--- src/rtl/mc_defs.sv ---
// Shared encodings for the multicycle controller: state codes, opcode and
// funct values, and the select codes driven onto the datapath.
package mc_defs;

  // Instruction-phase state encodings
  localparam logic [2:0] S_IF   = 3'b000;
  localparam logic [2:0] S_ID   = 3'b001;
  localparam logic [2:0] S_EXE  = 3'b010;
  localparam logic [2:0] S_MEM  = 3'b011;
  localparam logic [2:0] S_WB   = 3'b100;
  localparam logic [2:0] S_HALT = 3'b111;

  // Opcodes
  localparam logic [5:0] OP_RTYPE = 6'b000000;
  localparam logic [5:0] OP_ADDIU = 6'b001001;
  localparam logic [5:0] OP_ANDI  = 6'b001100;
  localparam logic [5:0] OP_ORI   = 6'b001101;
  localparam logic [5:0] OP_XORI  = 6'b001110;
  localparam logic [5:0] OP_SLTI  = 6'b001010;
  localparam logic [5:0] OP_LW    = 6'b100011;
  localparam logic [5:0] OP_SW    = 6'b101011;
  localparam logic [5:0] OP_BEQ   = 6'b000100;
  localparam logic [5:0] OP_BNE   = 6'b000101;
  localparam logic [5:0] OP_BLTZ  = 6'b000001;
  localparam logic [5:0] OP_J     = 6'b000010;
  localparam logic [5:0] OP_JAL   = 6'b000011;
  localparam logic [5:0] OP_HALT  = 6'b111111;

  // R-type funct codes
  localparam logic [5:0] F_ADD = 6'b100000;
  localparam logic [5:0] F_SUB = 6'b100010;
  localparam logic [5:0] F_AND = 6'b100100;
  localparam logic [5:0] F_OR  = 6'b100101;
  localparam logic [5:0] F_SLT = 6'b101010;
  localparam logic [5:0] F_SLL = 6'b000000;
  localparam logic [5:0] F_JR  = 6'b001000;

  // ALU operation codes
  localparam logic [2:0] ALU_ADD = 3'b000;
  localparam logic [2:0] ALU_SUB = 3'b001;
  localparam logic [2:0] ALU_SLL = 3'b010;
  localparam logic [2:0] ALU_OR  = 3'b011;
  localparam logic [2:0] ALU_AND = 3'b100;
  localparam logic [2:0] ALU_SLT = 3'b101;
  localparam logic [2:0] ALU_XOR = 3'b110;

  // Next-PC source codes
  localparam logic [1:0] PC_PLUS4  = 2'b00;
  localparam logic [1:0] PC_BRANCH = 2'b01;
  localparam logic [1:0] PC_RS     = 2'b10;
  localparam logic [1:0] PC_JUMP   = 2'b11;

  // Destination register codes
  localparam logic [1:0] RD_R31 = 2'b00;
  localparam logic [1:0] RD_RT  = 2'b01;
  localparam logic [1:0] RD_RD  = 2'b10;

  // Branch flavour, used to pick the flag that decides the branch
  localparam logic [1:0] BR_BEQ  = 2'b00;
  localparam logic [1:0] BR_BNE  = 2'b01;
  localparam logic [1:0] BR_BLTZ = 2'b10;

  // One-hot instruction class produced by the decoder
  typedef struct packed {
    logic rtype;
    logic imm;
    logic load;
    logic store;
    logic branch;
    logic jump;
    logic jal;
    logic jr;
    logic halt;
    logic illegal;
  } ins_class_t;

endpackage

--- src/rtl/mc_decode.sv ---
// Combinational instruction decoder: maps OpCode/func to a one-hot class
// plus the ALU operation, extension mode and shift-amount select.
module mc_decode
  import mc_defs::*;
(
  input  logic [5:0]  OpCode,
  input  logic [5:0]  func,
  output ins_class_t  cls,
  output logic [2:0]  alu_op,
  output logic        ext_sel,
  output logic        use_shamt,
  output logic [1:0]  br_type
);

  // Decode; func only matters under the R-type opcode
  always_comb begin
    cls       = '0;
    alu_op    = ALU_ADD;
    ext_sel   = 1'b1;
    use_shamt = 1'b0;
    br_type   = BR_BEQ;
    case (OpCode)
      OP_RTYPE: begin
        case (func)
          F_ADD: cls.rtype = 1'b1;
          F_SUB: begin cls.rtype = 1'b1; alu_op = ALU_SUB; end
          F_AND: begin cls.rtype = 1'b1; alu_op = ALU_AND; end
          F_OR:  begin cls.rtype = 1'b1; alu_op = ALU_OR;  end
          F_SLT: begin cls.rtype = 1'b1; alu_op = ALU_SLT; end
          F_SLL: begin cls.rtype = 1'b1; alu_op = ALU_SLL; use_shamt = 1'b1; end
          F_JR:  cls.jr = 1'b1;
          default: cls.illegal = 1'b1;
        endcase
      end
      OP_ADDIU: cls.imm = 1'b1;
      OP_ANDI:  begin cls.imm = 1'b1; alu_op = ALU_AND; ext_sel = 1'b0; end
      OP_ORI:   begin cls.imm = 1'b1; alu_op = ALU_OR;  ext_sel = 1'b0; end
      OP_XORI:  begin cls.imm = 1'b1; alu_op = ALU_XOR; ext_sel = 1'b0; end
      OP_SLTI:  begin cls.imm = 1'b1; alu_op = ALU_SLT; end
      OP_LW:    cls.load  = 1'b1;
      OP_SW:    cls.store = 1'b1;
      OP_BEQ:   begin cls.branch = 1'b1; alu_op = ALU_SUB; br_type = BR_BEQ; end
      OP_BNE:   begin cls.branch = 1'b1; alu_op = ALU_SUB; br_type = BR_BNE; end
      // bltz adds rs to $0 so the sign flag reflects rs itself
      OP_BLTZ:  begin cls.branch = 1'b1; alu_op = ALU_ADD; br_type = BR_BLTZ; end
      OP_J:     cls.jump = 1'b1;
      OP_JAL:   cls.jal  = 1'b1;
      OP_HALT:  cls.halt = 1'b1;
      default:  cls.illegal = 1'b1;
    endcase
  end

endmodule

--- src/rtl/multicycle_ctrl.sv ---
// Multicycle MIPS-subset control unit: instruction-phase state machine and
// per-state datapath enables/selects, combinational from the state register.
module multicycle_ctrl
  import mc_defs::*;
(
  input  logic       clk,
  input  logic       reset,
  input  logic [5:0] OpCode,
  input  logic [5:0] func,
  input  logic       zero,
  input  logic       sign,
  output logic [2:0] state,
  output logic       PCWre,
  output logic       IRWre,
  output logic       InsMemRW,
  output logic       RegWre,
  output logic       ALUSrcA,
  output logic       ALUSrcB,
  output logic       ExtSel,
  output logic       mRD,
  output logic       mWR,
  output logic       DBDataSrc,
  output logic       WrRegDSrc,
  output logic [1:0] RegDst,
  output logic [1:0] PCSrc,
  output logic [2:0] ALUOp
);

  logic [2:0]  state_reg;
  logic [2:0]  state_next;
  ins_class_t  cls;
  logic [2:0]  alu_op;
  logic        ext_sel;
  logic        use_shamt;
  logic [1:0]  br_type;
  logic        br_taken;

  mc_decode u_decode (
    .OpCode    (OpCode),
    .func      (func),
    .cls       (cls),
    .alu_op    (alu_op),
    .ext_sel   (ext_sel),
    .use_shamt (use_shamt),
    .br_type   (br_type)
  );

  assign state = state_reg;

  // Branch condition from the ALU flags
  always_comb begin
    case (br_type)
      BR_BEQ:  br_taken = zero;
      BR_BNE:  br_taken = ~zero;
      BR_BLTZ: br_taken = sign;
      default: br_taken = 1'b0;
    endcase
  end

  // Next-state selection; unused encodings recover to IF
  always_comb begin
    state_next = S_IF;
    case (state_reg)
      S_IF:  state_next = S_ID;
      S_ID: begin
        if (cls.halt)
          state_next = S_HALT;
        else if (cls.jump || cls.jal || cls.jr || cls.illegal)
          state_next = S_IF;
        else
          state_next = S_EXE;
      end
      S_EXE: begin
        if (cls.branch)
          state_next = S_IF;
        else if (cls.load || cls.store)
          state_next = S_MEM;
        else
          state_next = S_WB;
      end
      S_MEM:  state_next = cls.load ? S_WB : S_IF;
      S_WB:   state_next = S_IF;
      S_HALT: state_next = S_HALT;
      default: state_next = S_IF;
    endcase
  end

  // State register with synchronous reset to IF
  always_ff @(posedge clk) begin
    if (reset)
      state_reg <= S_IF;
    else
      state_reg <= state_next;
  end

  // Per-state enables and selects; everything held low while reset is high
  always_comb begin
    PCWre     = 1'b0;
    IRWre     = 1'b0;
    InsMemRW  = 1'b0;
    RegWre    = 1'b0;
    ALUSrcA   = 1'b0;
    ALUSrcB   = 1'b0;
    ExtSel    = 1'b0;
    mRD       = 1'b0;
    mWR       = 1'b0;
    DBDataSrc = 1'b0;
    WrRegDSrc = 1'b0;
    RegDst    = RD_R31;
    PCSrc     = PC_PLUS4;
    ALUOp     = ALU_ADD;
    if (!reset) begin
      // ALU controls stay stable for the whole execution of the instruction
      if (state_reg == S_ID || state_reg == S_EXE ||
          state_reg == S_MEM || state_reg == S_WB) begin
        ALUOp   = alu_op;
        ALUSrcA = use_shamt;
        ALUSrcB = cls.imm | cls.load | cls.store;
        ExtSel  = ext_sel;
      end
      case (state_reg)
        S_IF: begin
          InsMemRW = 1'b1;
          IRWre    = 1'b1;
        end
        S_ID: begin
          if (cls.jump) begin
            PCWre = 1'b1;
            PCSrc = PC_JUMP;
          end else if (cls.jal) begin
            PCWre     = 1'b1;
            PCSrc     = PC_JUMP;
            RegWre    = 1'b1;
            RegDst    = RD_R31;
            WrRegDSrc = 1'b0;
          end else if (cls.jr) begin
            PCWre = 1'b1;
            PCSrc = PC_RS;
          end else if (cls.illegal) begin
            PCWre = 1'b1;
            PCSrc = PC_PLUS4;
          end
        end
        S_EXE: begin
          if (cls.branch) begin
            PCWre = 1'b1;
            PCSrc = br_taken ? PC_BRANCH : PC_PLUS4;
          end
        end
        S_MEM: begin
          mRD = cls.load;
          if (cls.store) begin
            mWR   = 1'b1;
            PCWre = 1'b1;
          end
        end
        S_WB: begin
          PCWre     = 1'b1;
          RegWre    = 1'b1;
          WrRegDSrc = 1'b1;
          RegDst    = cls.rtype ? RD_RD : RD_RT;
          DBDataSrc = cls.load;
        end
        default: ;
      endcase
    end
  end

endmodule

--- config.mk ---
export PLATFORM = sky130hd
export DESIGN_NAME = multicycle_ctrl
export DESIGN_NICKNAME = d
export VERILOG_FILES = /design/src/rtl/mc_defs.sv /design/src/rtl/mc_decode.sv /design/src/rtl/multicycle_ctrl.sv
export SDC_FILE = /design/constraint.sdc
export NUM_CORES = 1
export LEC_CHECK = 0
export CORE_ASPECT_RATIO = 1.25
export CORE_UTILIZATION = 38
export DETAILED_ROUTE_END_ITERATION = 8
export GPL_TIMING_DRIVEN = 0
export PLACE_DENSITY = 0.74
export SYNTH_ARGS = -nofsm -noshare
export SYNTH_HDL_FRONTEND = slang
export SYNTH_HIERARCHICAL = 1
export SYNTH_SLANG_ARGS = --single-unit
--- constraint.sdc ---
create_clock -name clk -period 4 [get_ports clk]
set_clock_uncertainty 0.1 [all_clocks]
set_input_delay 1.2 -clock clk [delete_from_list [all_inputs] [get_ports clk]]
set_output_delay 1.2 -clock clk [all_outputs]
set_load 0.01 [all_outputs]
======== Yosys cells after proc, flatten, opt, wreduce, memory -nomap -nowiden ========
Cells that the tools add are included.
word-level totals
  input bits .............................. 16
  output and inout port bits .............. 21
  logic and storage cells ................. 114
  register bits ........................... 3
cells by class
  multiplexer cells ....................... 66
  equal/unequal tests ..................... 26
  bitwise logic cells ..................... 3
  reductions and logical operators ........ 18
operator list
  kind                                                  count
  equality test 6 bit (second input constant)           8
  two-way mux 1 bit                                     43
  equality test 6 x 4 -> 1 bit (second input constant)  6
  one-hot mux 3 bit (5 select lines)                    2
  two-way mux 3 bit                                     6
  one-hot mux 3 bit (6 select lines)                    1
  two-way mux 2 bit                                     8
  OR reduction 13 bit                                   1
  equality test 6 x 2 -> 1 bit (second input constant)  2
  equality test 6 x 3 -> 1 bit (second input constant)  2
  logical NOT 6 bit                                     2
  one-hot mux 2 bit (2 select lines)                    2
  logical OR 1 bit                                      7
  OR reduction 7 bit                                    1
  equality test 3 x 2 -> 1 bit (second input constant)  2
  equality test 3 bit (second input constant)           2
  equality test 6 x 1 -> 1 bit (second input constant)  1
  OR reduction 3 bit                                    2
  OR reduction 6 bit                                    1
  OR reduction 5 bit                                    1
  one-hot mux 1 bit (2 select lines)                    2
  one-hot mux 1 bit (4 select lines)                    1
  equality test 3 x 1 -> 1 bit (second input constant)  1
  logical NOT 3 bit                                     1
  other kinds (7)                                       8

======== Depth between registers and ports, before layout ========
Gate-level depths: netlist of run 1.
  word-level depth ........................ 10
  mapped depth ............................ 8
  mapped depth without buffers ............ 7

======== Modules after synthesis ========
Netlist of run 1, hierarchy kept.
by module, submodules not included
  module           sequential area each (sq um)  cells each  times used  area an instance (sq um)
  multicycle_ctrl  60.1                          62          1           429.2
  mc_decode        0.0                           70          1           425.4

======== Worst setup path before layout of run 1 ========
Ideal clock, no wire load.
  path type ............................... input -> output
  from .................................... input OpCode[5]
  to ...................................... output PCWre
  buffers on the path ..................... 1
  required time ........................... 2700 ps
  slack ................................... -120 ps
  stages .................................. 7
  data arrival time ....................... 2820 ps
  path through ............................ or2_1 buf_6 or3_4 or2_4 o41ai_2 o41ai_1 a31oi_1
RTL lines
  what                RTL line               text
  start: declaration  multicycle_ctrl.sv:8   input logic [5:0] OpCode,
  end: declaration    multicycle_ctrl.sv:13  output logic PCWre,

==> flow_summary.ini, run 1 <==
[run_status]
run_status = finished, violations left
failed_checks = setup timing

[power]
sequentialPowerShare = 0.167
total_power_uw = 201
p_sw_uw = 78.5
p_leak_nw = 0.596
ir_worst_vdd_uv = 195
pwr_density_cell_nw_per_um2 = 131
power_switching_share = 0.391
power.clock.fraction = 0.266
share_comb_of_total_power = 0.567
power.internal_uw = 122

[clock_tree]
clock_tree.root_cell = clkbuf_4
hold_buffers = 0
tritoncts_num_sinks = 3
ctsHtreeMaxLevel = 1
clk-insertion-delay-late_ps = 230
cts_made_buffers = 3
clockBufferDepth = 2
cts_tree = built
clkTransAtPathRegs_ps = 40

[route]
first_iter_violations = 24
met3RoutedLength_um = 180
top_signal_layer_used = met4
drcViolationCount = 0
drt-total-wl_um = 3350
drtPass1Iterations = 4
met2_wirelength_um = 1760
vias = 1264
m1WireLength_um = 1260
route.detailed.wl_per_inst_um = 15.5
detail_routed_via_count_per_cell = 5.85
ant_nets = 0

[cells_and_area]
leading_cell_type_in_the_layout_fill_and_taps_excluded = buf_4
area.growth.synth_to_final_pct = 79.8
filler_cell_count = 156
final_core_density = 0.750
seq_area_um2 = 60.1
area_of_the_multi_input_gates_um2 = 903
largest_register_ffs = 3
finish.net_count = 203
layout.cells.most_common_list = 19 x buf_4, 11 x nand2_1, 11 x clkdlybuf4s50_1
design_area_um2 = 1540
fin_cells = 216
antenna-diode-count = 0
fraction_of_final_layout_cells_with_drive_strength_greater_than_1 = 0.387

[timing]
final_critical_path_setup_slack_ps = -327
rsz0062_at_grt = yes
maximum_clock_frequency_mhz = 231
final_period_minus_worst_setup_slack_ps = 4330
tightestPinTransition_ps = 484
final_hold_viol_count = 0
layout_worst_path_cycle_share = 1.08
timing_max_transition_violations_final = 0
setup_viol = 10
worst_slew_margin_rel = 0.677

[critical_path]
timing.critical_path.required_ps = 2700
crit_buf_inv = 2
crit_path_start_kind = input pin
path_cells = buf_12 > or2_4 > or3_4 > or2_4 > o41ai_4 > o41ai_2 > a31oi_1 > buf_2
r2r_cells = 4
critPathMostFrequentCell = or2_4
timing.reg2reg.setup_slack_ps = 2480
cp-end-kind = primary output
crit_fanout = 5
slowest_stage = o41ai_4
cp_class = in -> out
number_of_cells_on_the_critical_path = 8
rr_endpoint = state[1]
critical-path-max-stage-delay_ps = 390
r2r-start = state[1]
arrival_ps = 3030
top_delay_family_on_crit_path = simple AND/OR/NAND/NOR gates

[floorplanning]
dieWidth_um = 44.4
floorplan.rows = 18
die_h_um = 55.0
design.die.area_um2 = 2440
initial_utilization = 0.417
ioPinCount = 37
area_of_the_core_um2 = 2050

[logic_synthesis]
arithmetic_cell_share_of_the_synthesized_area_counting_full_adders_half_adders_and_majority_gates = 0
synth_enable_flop_cells = 0
ys_async_sr_fraction = 0
synthesis.yosys.warnings = 6
post_synth_and_or_nand_nor_area_fraction = 0.529
mappedNetlistNets = 148
postSynthCellCount = 132
syn_avg_cell_area_um2 = 6.47
dominantRegCellSynth = dfxtp_1
ys_ff_latch = 3
synth_top_family_by_area = simple AND/OR/NAND/NOR gates
synth-compound-area-share = 0.287
synth.yosys.seq_area_share = 0.0703
synth_xor_xnor_area_share = 0.0102
synth_cell_type_count = 46
post_synth_instance_area_um2 = 855
post_synth_mux_area_share = 0.0132

[worst_hold_path]
holdCritPathClass = reg -> reg
worst_hold_startpoint = state[0]
min_delay_worst_endpoint = state[0]
whs_path_depth = 3

[place]
dpl.cell_count = 196
numPortBuffers = 34
detailed_place_hpwl_um = 2000
placed_cell_area_um2 = 1250
finalWeightedCongestion = 0.827

[grt]
grt_pass1_vias = 1175
antenna_found_initial = 0
wire_length_of_the_first_global_routing_pass_um = 4930
pin_count_of_the_biggest_net_entering_global_routing = 11
grt-ovfl-total = 0
global_route.usage.total = 0.278

[flow_run]
drv.max_cap_violation_count = 0
[metrics by stage]
step	hold WS (ps)	setup slack, ps	setup TNS, ps
after floorplan	565	-33.5	-53.8
after global placement	584	-1510	-13940
after detailed placement	613	-1490	-14180
after CTS	623	-287	-1540
after global routing	657	-358	-1840
final	636	-327	-1290
[synthesized netlist by cell type (2+ instances only)]
library cell	count	area share
and3_1	2	0.015
a21oi_1	5	0.029
a31oi_1	4	0.029
and2_1	9	0.066
o21ai_0	7	0.041
nand2b_1	2	0.015
o22a_1	2	0.021
nand3b_1	4	0.035
clkbuf_1	5	0.022
o41ai_1	2	0.021
nor3_1	6	0.035
nand2_1	11	0.048
nor4_1	5	0.037
buf_2	2	0.012
buf_4	2	0.018
nand3_1	7	0.041
nor2_1	11	0.048
nand4_1	3	0.022
nor4b_1	4	0.041
dfxtp_1	3	0.070
inv_1	5	0.022
or3_1	2	0.015
nor3b_1	6	0.053
[how the worst max path moves through the flow]
| stage | startpoint | endpoint | slack, ps |
|---|---|---|---|
| 6_report | OpCode[4] | PCWre | -330 |
| 5_1_grt | OpCode[4] | PCWre | -360 |
| 4_1_cts | OpCode[4] | PCSrc[0] | -290 |
| 3_5_place_dp | OpCode[0] | PCWre | -1490 |
| 3_3_place_gp | OpCode[0] | PCWre | -1510 |
| 2_1_floorplan | OpCode[5] | PCWre | -30 |
[cell type report]
type,count,area share
multi-input combinational,113,0.588
clock buffer,4,0.0171
tap,30,0.0244
timing repair buffer,51,0.275
buffer,10,0.0440
sequential,3,0.0391
inverter,5,0.0122
[repair_timing]
item                                    CTS  global route
endpoints found under the setup margin   15            14
pin swaps                                14             8
gates resized for setup                 101            12
buffers inserted                         11             6
[power by group through the flow]
stage	clock network, mW	registers (mW)	logic (mW)
after CTS	0.0567	0.0335	0.106
final	0.0533	0.0335	0.114
after global routing	0.0564	0.0338	0.120
after global placement	0	0.0339	0.0885
after detailed placement	0	0.0339	0.0901
after floorplan	0	0.0342	0.0499
[tightest hold or removal path, cell delays in order, from the launching register on]
cell and delay (ps):
dfxtp_1 340, buf_4 180, nand2_1 70, a31oi_1 80
[layer usage]
layer	track usage	up-vias
met4	0.202	0
met1	0.267	593
li1	-	607
met3	0.0357	12
met2	0.537	52
met5	0	-
[kinds of logic (layout without fill, tap and decap cells)]
logic type | Yosys count | in the layout
compound gates | 33 | 33
xor+xnor | 1 | 1
buf+inv | 16 | 70
flops | 3 | 3
mux | 1 | 1
simple gates | 78 | 78
Power figures use the tool's default switching activity.
==> run 2, diff against run 1 <==
- ABC_AREA: default -> 1
- MAX_ROUTING_LAYER: default -> met4
- SKIP_LAST_GASP: default -> 1
==> run 2 against run 1 <==
  * The run now ends clean
  * Critical endpoint is now ALUOp[0]
  * Largest cell class unchanged
  * Critical path depth grew 2
  * First-iteration DRC count shrank 4.2%
  * Clock power shrank 4.5%
  * Via count shrank 3.6%
  * Final cell count grew 17%
  * Flip-flop and latch count is the same
  * Utilization shrank 8.2 points
==> flow_summary.ini, run 2 <==
[run_status]
run_status = finished, final reports clean

[cells_and_area]
seq_area_um2 = 60.1
filler_cell_count = 199
largest_register_ffs = 3
antenna-diode-count = 0
leading_cell_type_in_the_layout_fill_and_taps_excluded = nor2_1
area.growth.synth_to_final_pct = 61.0
fraction_of_final_layout_cells_with_drive_strength_greater_than_1 = 0.243
finish.net_count = 239
layout.cells.most_common_list = 38 x nor2_1, 32 x inv_1, 30 x nand2_1
area_of_the_multi_input_gates_um2 = 709

[logic_synthesis]
ys_ff_latch = 3
top_cells_by_area_in_the_synthesized_netlist = nor2_1 20%, inv_1 15%, nand2_1 13%
mappedNetlistNets = 193
post-synth-top-area-cell = nor2_1
synth.top_cells.by_count = 45 x nor2_1, 35 x inv_1, 30 x nand2_1
dominantRegCellSynth = dfxtp_1
postSynthCellCount = 177
ys_async_sr_fraction = 0
synth_largest_type_area_fraction = 0.199
synth_enable_flop_cells = 0
synth_cell_type_count = 24
syn_avg_cell_area_um2 = 4.80
synthesis.yosys.warnings = 6
synth.yosys.seq_area_share = 0.0707
post_synth_instance_area_um2 = 850
yosysMostFrequentCell = nor2_1

[route]
drt-total-wl_um = 2640
drtPass1Iterations = 4
drcViolationCount = 0
route.detailed.wl_per_inst_um = 10.5
ant_nets = 0
first_iter_violations = 23
vias = 1219
detail_routed_via_count_per_cell = 4.84

[grt]
grt-ovfl-total = 0
antenna_found_initial = 0
wire_length_of_the_first_global_routing_pass_um = 4160
pin_count_of_the_biggest_net_entering_global_routing = 9
global_route.usage.total = 0.228
grt_pass1_vias = 1068

[floorplanning]
die_h_um = 54.9
floorplan.rows = 18
ioPinCount = 37
area_of_the_core_um2 = 2050
dieWidth_um = 44.3
design.die.area_um2 = 2430
initial_utilization = 0.415

[worst_hold_path]
whs_path_depth = 4
holdCritPathClass = reg -> reg

[clock_tree]
ctsHtreeMaxLevel = 1
clock_tree.root_cell = clkbuf_4
clockBufferDepth = 2
cts_made_buffers = 3
clkTransAtPathRegs_ps = 40
cts_tree = built
clk-insertion-delay-late_ps = 220
tritoncts_num_sinks = 3

[timing]
final_critical_path_setup_slack_ps = 2.10
final_period_minus_worst_setup_slack_ps = 4000
layout_worst_path_cycle_share = 0.999
maximum_clock_frequency_mhz = 250
final_hold_viol_count = 0
hold_slack_ps = 668
tightestPinTransition_ps = 319
rsz0062_at_grt = yes
setup_viol = 0
timing_max_transition_violations_final = 0
worst_slew_margin_rel = 0.787

[critical_path]
crit_fanout = 3
timing.reg2reg.setup_slack_ps = 2720
arrival_ps = 2700
crit_path_start_kind = input pin
cp_class = in -> out
r2r_cells = 7
cp-end-kind = primary output
timing.critical_path.required_ps = 2700

[power]
pwr_density_cell_nw_per_um2 = 124
power_switching_share = 0.381
p_sw_uw = 64.5
p_leak_nw = 0.767
power.clock.fraction = 0.301
total_power_uw = 169
share_comb_of_total_power = 0.495
ir_worst_vdd_uv = 168
power.internal_uw = 105
sequentialPowerShare = 0.204

[place]
detailed_place_hpwl_um = 2000
numPortBuffers = 36
finalWeightedCongestion = 0.923
pre_cts_slack_ps = -670

[flow_run]
drv.max_cap_violation_count = 0
-- run 2: cell types whose count changed after synthesis, sizes merged, moves of 5 or more --
cell	delta
nor2	+40
nor3b	-6
and2	-9
buf	-5
clkbuf	-5
nand2	+24
inv	+35
nand3	+16
-- run 2: cell families after synthesis --
kind of cell	count (synthesis)	share of synthesized area
DFF	3	0.0707
and+or+nand+nor	117	0.641
buffers and inverters	42	0.190
AOI/OAI and AO/OA	15	0.0987
-- run 2: worst paths after layout --
path / startpoint / to
worst max-delay path: func[0] / ALUOp[0]
worst min-delay path: state[2] / state[0]
worst max register to register: state[2] / state[1]
worst min register to register: state[2] / state[0]
-- run 2: through the flow --
| stage | cells | setup TNS, ps | utilization | area [um^2] |
|---|---|---|---|---|
| after global placement | 243 | -6360 | 0.609 | 1250 |
| final | 252 | 0 | 0.667 | 1370 |
| after detailed placement | 243 | -6330 | 0.609 | 1250 |
| after global routing | 252 | -384 | 0.667 | 1370 |
| after CTS | 249 | -210 | 0.650 | 1330 |
| after floorplan | 177 | 0 | - | 850 |
-- run 2: area by class of cell --
type | instances | share of cell area
inverter | 41 | 0.113
clock buffer | 4 | 0.0192
timing repair buffer | 41 | 0.273
sequential | 3 | 0.0439
buffer | 1 | 0.00549
multi-input combinational | 132 | 0.519
tap | 30 | 0.0274
-- run 2: routing by layer --
metal / vias up / share of wire / global-route usage
met5: - / 0 / -
met4: 0 / 0.019 / 0.0354
met3: 7 / 0.033 / 0.0264
met2: 41 / 0.54 / 0.466
met1: 536 / 0.41 / 0.233
li1: 635 / - / -
-- run 2: power by group through the flow --
stage               Combinational (mW)  Sequential [mW]  Clock (mW)
global placement                0.0772           0.0350           0
CTS                             0.0812           0.0346      0.0523
finish                          0.0838           0.0346      0.0509
detailed placement              0.0777           0.0351           0
floorplan                       0.0399           0.0349           0
global route                    0.0927           0.0349      0.0573
-- run 2: repair_timing --
action | in CTS | in global routing
setup endpoints to repair | 15 | 11
pin swaps | 6 | 5
hold endpoints to repair | 0 | 0
resized for setup | 45 | 20
buffers inserted | 2 | 3
hold buffers | 0 | 0
-- run 2: critical path: stages --
cell and delay [ps]:
clkdlybuf4s50_1 450, nor2_1 190, nand3_2 120, nand2_1 100
buf_4 110, nand2_1 60, nand3_1 80, inv_1 40
nor2_1 80, dlygate4sd2_1 270
==> run 3, diff against run 2 <==
- REMOVE_ABC_BUFFERS: default -> 1
==> run 3 against run 2 <==
  * Largest power group unchanged
  * Count of clock-buffer cells in the layout unchanged
  * First-iteration DRC count is 4.3% lower
  * The flow now finishes with violations (setup timing)
  * Register-to-register slack hardly changed
==> flow_summary.ini, run 3 (synthesis results as in run 2) <==
[clock_tree]
clockBufferDepth = 2
cts_tree = built
clk-insertion-delay-late_ps = 230
tritoncts_num_sinks = 3
cts_made_buffers = 3
clkTransAtPathRegs_ps = 40
ctsHtreeMaxLevel = 1
clock_tree.root_cell = clkbuf_4
hold_buffers = 0

[timing]
timing_max_transition_violations_final = 0
layout_worst_path_cycle_share = 1.01
hold_slack_ps = 656
final_period_minus_worst_setup_slack_ps = 4040
tightestPinTransition_ps = 320
worst_slew_margin_rel = 0.786
setup_viol = 1
final_hold_viol_count = 0
final_critical_path_setup_slack_ps = -41.8
rsz0062_at_grt = yes
maximum_clock_frequency_mhz = 247

[route]
first_iter_violations = 22
detail_routed_via_count_per_cell = 4.82
route.detailed.wl_per_inst_um = 10.5
ant_nets = 0
drtPass1Iterations = 4
drcViolationCount = 0
vias = 1214
drt-total-wl_um = 2650

[floorplanning]
floorplan.rows = 18
dieWidth_um = 44.3
initial_utilization = 0.415
design.die.area_um2 = 2430
area_of_the_core_um2 = 2050
ioPinCount = 37
die_h_um = 54.9

[flow_run]
drv.max_cap_violation_count = 0

[grt]
wire_length_of_the_first_global_routing_pass_um = 4220
global_route.usage.total = 0.234
pin_count_of_the_biggest_net_entering_global_routing = 9
grt-ovfl-total = 0
grt_pass1_vias = 1104
antenna_found_initial = 0

[cells_and_area]
area.growth.synth_to_final_pct = 61.9
layout.cells.most_common_list = 39 x nor2_1, 34 x inv_1, 28 x nand2_1
area_of_the_multi_input_gates_um2 = 706
antenna-diode-count = 0
design_area_um2 = 1380
leading_cell_type_in_the_layout_fill_and_taps_excluded = nor2_1
fraction_of_final_layout_cells_with_drive_strength_greater_than_1 = 0.234
largest_register_ffs = 3
finish.net_count = 239
fin_cells = 252
seq_area_um2 = 60.1
filler_cell_count = 211

[critical_path]
cp_class = in -> out
crit_path_start_kind = input pin
arrival_ps = 2740
crit_fanout = 4
timing.critical_path.required_ps = 2700
cp-end-kind = primary output

[place]
placed_cell_area_um2 = 1240
dpl.cell_count = 242
finalWeightedCongestion = 0.906
pre_cts_slack_ps = -684
detailed_place_hpwl_um = 2110
numPortBuffers = 36

[worst_hold_path]
holdCritPathClass = reg -> reg

[power]
p_leak_nw = 0.769
ir_worst_vdd_uv = 117
pwr_density_cell_nw_per_um2 = 125
total_power_uw = 172

[run_status]
run_status = finished, violations left
failed_checks = setup timing
## run 3: cell count changes in the layout (fill, tap and decap cells not counted), sizes merged
cell,previous run,this run
clkdlybuf4s15,2,5
dlygate4sd2,13,10
clkdlybuf4s50,12,10
buf,7,8
dlymetal6s2s,4,5
## run 3: metal layers
metal | part of all wire | vias to the layer above | track usage
met3 | 0.039 | 2 | 0.0132
met5 | 0 | - | -
li1 | - | 631 | -
met2 | 0.56 | 36 | 0.495
met4 | 0.0087 | 0 | 0.0606
met1 | 0.39 | 545 | 0.224
## run 3: critical path: stages
cell	delay (ps)
clkdlybuf4s15_2	240
nor2_4	190
buf_12	130
nand3_1	140
o21ai_4	110
inv_1	90
nor2_2	140
nand3_1	100
a21oi_1	140
clkdlybuf4s15_2	240
## run 3: repair_timing
action                                  4_1_cts  5_1_grt
gates resized for setup                      45       25
gates cloned                                  0        0
endpoints found under the setup margin       15       12
pin swaps                                     4        5
buffers inserted                              3        3
## run 3: power breakdown
group / total, mW / internal, mW / switching [mW] / leakage [nW]
combinational: 0.0850 / 0.0366 / 0.0484 / 0.729
sequential: 0.0346 / 0.0316 / 0.00300 / 0.0246
clock: 0.0521 / 0.0373 / 0.0148 / 0.0150
## run 3: stage by stage
stage / setup TNS [ps] / utilization
CTS: -37.0 / 0.654
global route: -205 / 0.671
global placement: -6350 / 0.605
detailed placement: -6390 / 0.605
finish: -41.8 / 0.671
floorplan: 0 / -
## run 3: final cells by class
cell class                      instances  area share
Tap cell                               30      0.0273
Clock buffer                            4      0.0191
Sequential cell                         3      0.0437
Inverter                               41       0.112
Multi-Input combinational cell        132       0.513
Timing Repair Buffer                   42       0.285
## run 3: final timing paths
check / to / slack [ps] / startpoint / cells past startpoint
worst max-delay path: PCSrc[0] / -40 / OpCode[4] / 10
worst min-delay path: state[0] / 660 / state[2] / 4
worst max register to register: state[1] / 2720 / state[2] / 7
worst min register to register: state[0] / 660 / state[2] / 4
